[src/rtl/aes128_job_ctrl.sv]
// Job controller for the aes128 core: accepts one block over valid/ready, pulses the
// core enable, waits for the core_ready rising edge (with watchdog) and returns the result.
module aes128_job_ctrl #(
    parameter int unsigned TIMEOUT_CYC = 255,
    parameter int unsigned TMO_W       = 16
) (
    input  logic         clk,
    input  logic         rst_n,
    input  logic         s_valid,
    output logic         s_ready,
    input  logic [127:0] s_data,
    input  logic         s_decrypt,
    input  logic         s_first,
    input  logic [127:0] cfg_key,
    input  logic [3:0]   cfg_mode,
    input  logic [127:0] cfg_iv,
    input  logic [15:0]  cfg_seg_len,
    output logic         core_cipher_en,
    output logic         core_decipher_en,
    output logic         core_chain_en,
    output logic [127:0] core_data_in,
    output logic [127:0] core_key,
    output logic [3:0]   core_mode,
    output logic [127:0] core_iv,
    output logic [15:0]  core_seg_len,
    input  logic [127:0] core_data_out,
    input  logic         core_ready,
    output logic         m_valid,
    input  logic         m_ready,
    output logic [127:0] m_data,
    output logic         m_err,
    output logic         busy
);

    localparam logic [1:0] S_IDLE  = 2'd0;
    localparam logic [1:0] S_START = 2'd1;
    localparam logic [1:0] S_WAIT  = 2'd2;
    localparam logic [1:0] S_OUT   = 2'd3;

    localparam bit               TMO_EN   = (TIMEOUT_CYC != 0);
    localparam logic [TMO_W-1:0] TMO_LAST = TMO_W'(TIMEOUT_CYC - 1);

    logic [1:0]       state_q,   state_d;
    logic [127:0]     data_q,    data_d;
    logic [127:0]     key_q,     key_d;
    logic [3:0]       mode_q,    mode_d;
    logic [127:0]     iv_q,      iv_d;
    logic [15:0]      seg_len_q, seg_len_d;
    logic             decrypt_q, decrypt_d;
    logic             first_q,   first_d;
    logic             ready_d_q;
    logic [TMO_W-1:0] cnt_q,     cnt_d;
    logic [127:0]     m_data_q,  m_data_d;
    logic             m_err_q,   m_err_d;
    logic             ready_rise;

    // Handshake, enable and chain outputs are decoded straight from the state register.
    assign s_ready          = (state_q == S_IDLE);
    assign busy             = (state_q != S_IDLE);
    assign m_valid          = (state_q == S_OUT);
    assign core_cipher_en   = (state_q == S_START) && !decrypt_q;
    assign core_decipher_en = (state_q == S_START) &&  decrypt_q;
    assign core_chain_en    = (state_q != S_IDLE) && !first_q;
    assign core_data_in     = data_q;
    assign core_key         = key_q;
    assign core_mode        = mode_q;
    assign core_iv          = iv_q;
    assign core_seg_len     = seg_len_q;
    assign m_data           = m_data_q;
    assign m_err            = m_err_q;

    assign ready_rise = core_ready && !ready_d_q;

    // Next-state and datapath update.
    always_comb begin
        state_d   = state_q;
        data_d    = data_q;
        key_d     = key_q;
        mode_d    = mode_q;
        iv_d      = iv_q;
        seg_len_d = seg_len_q;
        decrypt_d = decrypt_q;
        first_d   = first_q;
        cnt_d     = cnt_q;
        m_data_d  = m_data_q;
        m_err_d   = m_err_q;
        case (state_q)
            S_IDLE: begin
                if (s_valid) begin
                    data_d    = s_data;
                    key_d     = cfg_key;
                    mode_d    = cfg_mode;
                    iv_d      = cfg_iv;
                    seg_len_d = cfg_seg_len;
                    decrypt_d = s_decrypt;
                    first_d   = s_first;
                    state_d   = S_START;
                end
            end
            S_START: begin
                cnt_d   = '0;
                state_d = S_WAIT;
            end
            S_WAIT: begin
                // A rising edge beats a watchdog expiry in the same cycle.
                if (ready_rise) begin
                    m_data_d = core_data_out;
                    m_err_d  = 1'b0;
                    state_d  = S_OUT;
                end else if (TMO_EN && (cnt_q == TMO_LAST)) begin
                    m_data_d = '0;
                    m_err_d  = 1'b1;
                    state_d  = S_OUT;
                end else begin
                    cnt_d = cnt_q + TMO_W'(1);
                end
            end
            S_OUT: begin
                if (m_ready) state_d = S_IDLE;
            end
            default: state_d = S_IDLE;
        endcase
    end

    always_ff @(posedge clk or negedge rst_n) begin
        if (!rst_n) begin
            state_q   <= S_IDLE;
            data_q    <= '0;
            key_q     <= '0;
            mode_q    <= '0;
            iv_q      <= '0;
            seg_len_q <= '0;
            decrypt_q <= 1'b0;
            first_q   <= 1'b0;
            ready_d_q <= 1'b0;
            cnt_q     <= '0;
            m_data_q  <= '0;
            m_err_q   <= 1'b0;
        end else begin
            state_q   <= state_d;
            data_q    <= data_d;
            key_q     <= key_d;
            mode_q    <= mode_d;
            iv_q      <= iv_d;
            seg_len_q <= seg_len_d;
            decrypt_q <= decrypt_d;
            first_q   <= first_d;
            ready_d_q <= core_ready;
            cnt_q     <= cnt_d;
            m_data_q  <= m_data_d;
            m_err_q   <= m_err_d;
        end
    end

endmodule

[config.mk]
export PLATFORM = sky130hd
export DESIGN_NAME = aes128_job_ctrl
export DESIGN_NICKNAME = d
export VERILOG_FILES = /design/src/rtl/aes128_job_ctrl.sv
export SDC_FILE = /design/constraint.sdc
export NUM_CORES = 1
export LEC_CHECK = 0
export CORE_AREA = 2 2 424 426
export DETAILED_ROUTE_END_ITERATION = 6
export DIE_AREA = 0 0 426 428
export PLACE_DENSITY = 0.35
export SYNTH_ARGS = -nofsm -noshare
export SYNTH_HDL_FRONTEND = slang
export SYNTH_SLANG_ARGS = --single-unit
export TNS_END_PERCENT = 30
[constraint.sdc]
create_clock -name clk -period 3.62 [get_ports clk]
set_clock_uncertainty 0.1 [all_clocks]
set_input_delay 0.362 -clock clk [delete_from_list [all_inputs] [get_ports clk]]
set_output_delay 0.362 -clock clk [all_outputs]
set_load 0.03 [all_outputs]
==> results_dict.tcl, run 1 <==
set metrics [dict create \
    hold_viol_final 0 \
    finalCritPeriodShare 0.861 \
    endpoint "core_chain_en" \
    yosys.area.top_type_share 0.669 \
    die_area_um2 182000 \
    die-height_um 428 \
    io_pins 1078 \
    cts_resized 0 \
    arrival_ns 2.66 \
    postRouteWirelength_um 122000 \
    fmax_mhz 321 \
    drive_gt1_frac 0.229 \
    setup_violations 0 \
    place.detailed.hpwl_um 98100 \
    place_congestion 0.849 \
    cp_data_required_time_ns 3.16 \
    cts_root_buffer "clkbuf_16" \
    ys_types 44 \
    multiInputGateArea_um2 6390 \
    synthesis.nets 1819 \
    p_switching_w 0.0163 \
    timing.setup.tns_ns 0 \
    htreeDepth 3 \
    via_count 15700 \
    viasPerCell 3.27 \
    end_kind "output pin" \
    grt_max_degree 87 \
    synthesis.area_um2 20700 \
    final_nets 2934 \
    path_max_fanout 6 \
    cts_tree "done" \
    syn_area_per_cell_um2 16.3 \
    synth_seq_area_share 0.669 \
    timing.hold.ws_ns 0.177 \
    synth-async-reset-ratio 1.00 \
    first_pass_iters 4 \
    reg2reg_from "cnt_q[0]$_DFFE_PN0P_" \
    seqCellArea_um2 13900 \
    drtIter0Drc 643 \
    grt_usage 0.130 \
    rows 155 \
    yosys_warnings 0 \
    grt_pass1_vias 16400 \
    io_buffer_count 1077 \
    antenna_found_initial 63 \
    p_int_w 0.0222 \
    wl_per_cell_um 25.3 \
    vdd_drop_max_mv 0.391 \
    cp-start-kind "flip-flop" \
    synth_cells 1274 \
    pwr-share-seq 0.294 \
    powerDensity_nw_per_um2 1040 \
    grt-ovfl-total 0 \
    synth_top_flop_cell "dfrtp_1" \
    critPathKind "flip-flop to output pin" \
    drcViolationCount 0 \
    cts_buffers 80 \
    r2r_setup_slack_ns 1.09 \
    status "finished clean" \
    period_minus_slack_ns 3.12 \
    die_w_um 426 \
    drv_slew 0 \
    critPathLaunch "state_q[0]$_DFFE_PN0P_" \
    clk_path_buf_depth 3 \
    switching_share 0.424 \
    grt_pass1_wl_um 160000 \
    area_growth_syn_to_layout_pct 79.1 \
    yosys.area.top_type "dfrtp_1" \
    nFillCells 19200 \
    initial_utilization 0.117 \
    maxCapViolations 0 \
    synth_edf_count 0 \
    drtAntennaViolNets 0 \
    clkTransAtPathRegs_ns 0.06 \
    pwr-share-comb 0.506 \
    numClockSinks 554 \
    utilization 0.209 \
    core_area_um2 178000 \
    r2r_cells 7 \
    ys_ff_latch 554 \
    max_slew_margin 0.429 \
    rr_endpoint "m_data[103]$_DFFE_PN0P_" \
    pwr-share-clk 0.200 \
    grt_setup_unrepaired "false" \
    worst_slew_pin_slew_ns 0.857 \
    p_leak_nw 14.9 \
    clock_latency_ns 0.67 \
    min_path_type "primary input to flip-flop" \
    synthTopCellsByArea "dfrtp_1 67%, mux2_2 22%, a22o_1 5.4%" \
]
==> critical path, cell delays in order (launching register included) <==
cell and delay, ns:
dfrtp_1 0.40, inv_1 0.08, ha_1 0.30, nor2_1 0.39
clkdlybuf4s50_1 0.81
==> kinds of logic (layout without fill, tap and decap cells) <==
| logic type | after synthesis | count (layout) | share of synthesized area |
|---|---|---|---|
| other | 0 | 16 | 0 |
| buffers and inverters | 87 | 1257 | 0.0234 |
| and+or+nand+nor | 64 | 64 | 0.0174 |
| AOI/OAI and AO/OA | 150 | 150 | 0.0624 |
| DFF | 554 | 554 | 0.669 |
| muxes | 413 | 413 | 0.224 |
| adders and majority gates | 6 | 6 | 0.00362 |
==> power by group through the flow <==
stage	logic, W	registers [W]	clock network (W)
after global routing	0.0204	0.0117	0.00828
after detailed placement	0.0199	0.0114	0
after global placement	0.0199	0.0114	0
after floorplan	0.00412	0.0168	0
final	0.0195	0.0113	0.00770
after CTS	0.0200	0.0113	0.00810
==> cell usage in the layout, fill, tap and decap left out, types with 2 or more instances in the layout <==
cell type / instances
clkdlybuf4s50_1: 1076
dfrtp_1: 554
mux2_2: 407
a22o_1: 128
clkbuf_16: 80
clkbuf_1: 23
buf_12: 21
nand2_1: 19
diode_2: 16
clkbuf_8: 16
buf_4: 10
inv_1: 9
clkinv_2: 9
nand3_1: 6
mux2i_1: 6
ha_1: 6
nor2_1: 5
nand4_1: 5
o311ai_1: 4
nor3_1: 4
or4_1: 3
o211ai_1: 3
a21oi_1: 3
clkinv_16: 3
inv_6: 3
and2_1: 2
or2_1: 2
nor4_1: 2
nor2b_1: 2
o41ai_1: 2
o31ai_1: 2
and4_1: 2
nand3b_1: 2
dlygate4sd3_1: 2
==> how the worst min path moves through the flow <==
stage                      start                      endpoint  slack, ns  cells after the start
2_1_floorplan              rst_n          cnt_q[0]$_DFFE_PN0P_      -0.03                      0
3_3_place_gp               rst_n  core_data_in[80]$_DFFE_PN0P_       0.36                      1
3_5_place_dp               rst_n  core_data_in[80]$_DFFE_PN0P_       0.35                      1
4_1_cts        core_data_out[39]        m_data[39]$_DFFE_PN0P_       0.07                      2
5_1_grt             cfg_key[101]     core_key[101]$_DFFE_PN0P_       0.11                      2
6_report             cfg_key[11]      core_key[11]$_DFFE_PN0P_       0.18                      2
==> cells in the mapped netlist, types with 2 or more instances <==
cell and instances:
dfrtp_1 554, mux2_2 407, a22o_1 128, buf_2 45, nand2_1 20, clkbuf_1 18
buf_6 13, inv_1 9, ha_1 6, mux2i_1 6, nand3_1 6, nor2_1 6
nand4_1 5, nor3_1 4, o311ai_1 4, a21oi_1 3, o211ai_1 3, or4_1 3
and2_1 2, and4_1 2, nand3b_1 2, nor2b_1 2, nor4_1 2, o31ai_1 2
o41ai_1 2, or2_1 2
==> flip-flops by register name (all words and copies together), names as in the netlist <==
register / flops
core_data_in: 128
core_iv: 128
core_key: 128
m_data: 128
cnt_q: 16
core_seg_len: 16
core_mode: 4
state_q: 2
decrypt_q: 1
first_q: 1
m_err: 1
ready_d_q: 1
==> area by class of cell <==
| class | count | share of cell area |
|---|---|---|
| clock buffers | 119 | 0.0622 |
| multi-input cells | 633 | 0.172 |
| flip-flops and latches | 554 | 0.374 |
| diodes | 16 | 0.00108 |
| inverters | 10 | 0.00101 |
| well taps | 2355 | 0.0794 |
| repair buffers | 1110 | 0.305 |
| clock inverters | 18 | 0.00593 |
==> stage by stage <==
step / area, um2 / instances / worst slack [ns] / power [W]
floorplan: 20700 / 1274 / 1.49 / 0.0209
global placement: 34500 / 4660 / 1.06 / 0.0313
detailed placement: 34500 / 4660 / 1.09 / 0.0312
CTS: 37100 / 4799 / 0.383 / 0.0394
global route: 37100 / 4810 / 0.361 / 0.0403
finish: 37100 / 4815 / 0.502 / 0.0385
==> routing by layer <==
layer / routed length (um) / vias to the layer above / global-route usage
met1: 45900 / 7979 / 0.143
met5: 142 / - / 0
met3: 11700 / 205 / 0.0604
met2: 60500 / 606 / 0.218
li1: - / 6907 / -
met4: 3690 / 24 / 0.0461
==> timing repair <==
| item | CTS | global route |
|---|---|---|
| endpoints found under the hold margin | 53 | 0 |
| setup buffers | 0 | 0 |
| hold buffers | 2 | 0 |
| setup endpoints to repair | 0 | 0 |
Power figures use the tool's default switching activity.
==> run 2, diff against run 1 <==
--- a/config.mk
+++ b/config.mk
@@ -9,6 +9,7 @@
 export DETAILED_ROUTE_END_ITERATION = 6
 export DIE_AREA = 0 0 426 428
 export PLACE_DENSITY = 0.35
+export SLEW_MARGIN = 15
 export SYNTH_ARGS = -nofsm -noshare
 export SYNTH_HDL_FRONTEND = slang
 export SYNTH_SLANG_ARGS = --single-unit
==> results of run 2 <==
The final DEF is identical to that of run 1; final timing and power are the same.
==> run 3, diff against run 2 <==
--- a/config.mk
+++ b/config.mk
@@ -5,10 +5,11 @@
 export SDC_FILE = /design/constraint.sdc
 export NUM_CORES = 1
 export LEC_CHECK = 0
-export CORE_AREA = 2 2 424 426
+export CORE_AREA = 2 2 420 422
 export DETAILED_ROUTE_END_ITERATION = 6
-export DIE_AREA = 0 0 426 428
-export PLACE_DENSITY = 0.35
+export DIE_AREA = 0 0 422 424
+export DONT_BUFFER_PORTS = 1
+export PLACE_DENSITY = 0.3
 export SLEW_MARGIN = 15
 export SYNTH_ARGS = -nofsm -noshare
 export SYNTH_HDL_FRONTEND = slang
==> results_dict.tcl, run 3 (same netlist as run 1, synthesis figures left out) <==
set metrics [dict create \
    status "finished clean" \
    viasPerCell 3.23 \
    wl_per_cell_um 21.5 \
    period_minus_slack_ns 2.71 \
    initial_utilization 0.118 \
    min_path_type "primary input to flip-flop" \
    min_from "core_ready" \
    final_nets 2381 \
    cpMaxStageDelayCell "dlygate4sd3_1" \
    vdd_drop_max_mv 0.458 \
    cts_buffers 73 \
    path_cells "inv_1, ha_1, nand2_1, o21a_1, o32a_1, dlygate4sd3_1" \
    top_usage_layer "met2" \
    use_met2 0.168 \
    arrival_ns 3.16 \
    area_growth_syn_to_layout_pct 51.9 \
    layout_commonest_cell "dfrtp_1" \
    cts_root_buffer "clkbuf_16" \
    grt-ovfl-total 0 \
    io_pins 1078 \
    postRouteWirelength_um 91000 \
    clk_path_buf_depth 3 \
    clock_latency_ns 0.67 \
    via_count 13700 \
    antenna_found_initial 48 \
    hold_viol_final 0 \
    end_kind "flip-flop" \
    timing.setup.tns_ns 0 \
    instances_no_fill 4238 \
    drtAntennaViolNets 0 \
    drv_slew 0 \
    pwr-share-seq 0.590 \
    io_buffer_count 0 \
    critPathKind "flip-flop to flip-flop" \
    r2r_cells 6 \
    met3_usage 0.0510 \
    timing.hold.ws_ns 0.186 \
    power_w 0.0317 \
    powerDensity_nw_per_um2 1010 \
    setup_violations 0 \
    finalCritPeriodShare 0.747 \
    grt_use_met1 0.0974 \
    grt_pass1_wl_um 123000 \
    cp_data_required_time_ns 4.07 \
    rows 154 \
    htreeDepth 3 \
    grt_max_degree 555 \
    max_stage_delay_ns 0.57 \
    rr_endpoint "state_q[0]$_DFFE_PN0P_" \
    p_switching_w 0.0147 \
    drcViolationCount 0 \
    clkTransAtPathRegs_ns 0.06 \
    die_area_um2 179000 \
    grt_usage 0.0978 \
    switching_share 0.463 \
    drive_gt1_frac 0.292 \
    p_int_w 0.0170 \
    p_leak_nw 12.9 \
    placedCellCount 3557 \
    cts_tree "done" \
    fmax_mhz 370 \
    grt_pass1_vias 15100 \
    worst_slew_pin_slew_ns 0.906 \
    reg2reg_from "state_q[0]$_DFFE_PN0P_" \
    first_pass_iters 5 \
    drtIter0Drc 605 \
    timing.final.ws_setup_ns 0.915 \
    die-height_um 424 \
    worstHoldPathCells 1 \
    die_w_um 422 \
    path_max_fanout 14 \
    pwr-share-comb 0.172 \
    pre_cts_slack_ns 1.06 \
    numClockSinks 554 \
    pwr-share-clk 0.238 \
    core_area_um2 175000 \
    nFillCells 19000 \
    grt_setup_unrepaired "false" \
    cp-start-kind "flip-flop" \
    whs_endpoint "ready_d_q$_DFF_PN0_" \
    max_slew_margin 0.396 \
    maxCapViolations 0 \
    place.detailed.hpwl_um 69300 \
    final_cell_mix "554 x dfrtp_1, 540 x dlygate4sd3_1, 407 x mux2_2, 128 x a22o_1, 76 x clkbuf_16" \
    postCtsSetupRepairBufs 0 \
    place_congestion 0.840 \
    r2r_setup_slack_ns 0.91 \
]
run 3: area by class of cell:
cell class	instances	area, um2	share of cell area
well taps	2340	2930	0.0931
flip-flops and latches	554	13900	0.441
clock buffers	102	2120	0.0674
clock inverters	27	359	0.0114
repair buffers	564	5740	0.182
multi-input cells	633	6390	0.203
inverters	10	37.5	0.00119
diodes	8	20.0	0.000636
run 3: timing repair:
item / in CTS / in global routing
gates resized for setup: 0 / 0
hold buffers: 539 / 2
endpoints found under the setup margin: 0 / 0
hold endpoints to repair: 1091 / 405
run 3: worst max-delay path, delay by kind of cell (launching register included):
family | cells | cell delay [ns]
adder cells (fa/ha/maj) | 1 | 0.55
buffers and inverters | 2 | 0.68
AND/OR/NAND/NOR | 1 | 0.37
AO/OA/AOI/OAI | 2 | 0.47
flip-flops | 1 | 0.42
run 3: per-layer routing:
layer	vias to the layer above	part of all wire	wire length, um
li1	5765	-	-
met1	7063	0.33	30200
met3	164	0.12	11100
met5	-	0.0013	120
met2	688	0.51	46400
met4	18	0.036	3290
run 3: stage by stage:
stage | instance area (um2) | util
2_1_floorplan | 20700 | -
3_3_place_gp | 23400 | 0.134
3_5_place_dp | 23400 | 0.134
4_1_cts | 31300 | 0.179
5_1_grt | 31400 | 0.180
6_report | 31500 | 0.180
run 3: power by group through the flow:
| stage | sequential [W] | clock, W | combinational [W] |
|---|---|---|---|
| final | 0.0187 | 0.00753 | 0.00547 |
| after global routing | 0.0191 | 0.00813 | 0.00598 |
| after CTS | 0.0189 | 0.00789 | 0.00541 |
| after detailed placement | 0.0190 | 0 | 0.00482 |
| after global placement | 0.0191 | 0 | 0.00463 |
| after floorplan | 0.0168 | 0 | 0.00412 |
run 3: worst max path at each step:
stage	slack [ns]	end	startpoint
after detailed placement	1.06	core_data_in[84]$_DFFE_PN0P_	state_q[0]$_DFFE_PN0P_
after global placement	1.12	core_key[115]$_DFFE_PN0P_	state_q[0]$_DFFE_PN0P_
after floorplan	1.49	core_data_in[0]$_DFFE_PN0P_	state_q[0]$_DFFE_PN0P_
final	0.91	state_q[0]$_DFFE_PN0P_	state_q[0]$_DFFE_PN0P_
after CTS	0.89	core_chain_en	state_q[0]$_DFFE_PN0P_
after global routing	0.76	state_q[0]$_DFFE_PN0P_	state_q[0]$_DFFE_PN0P_
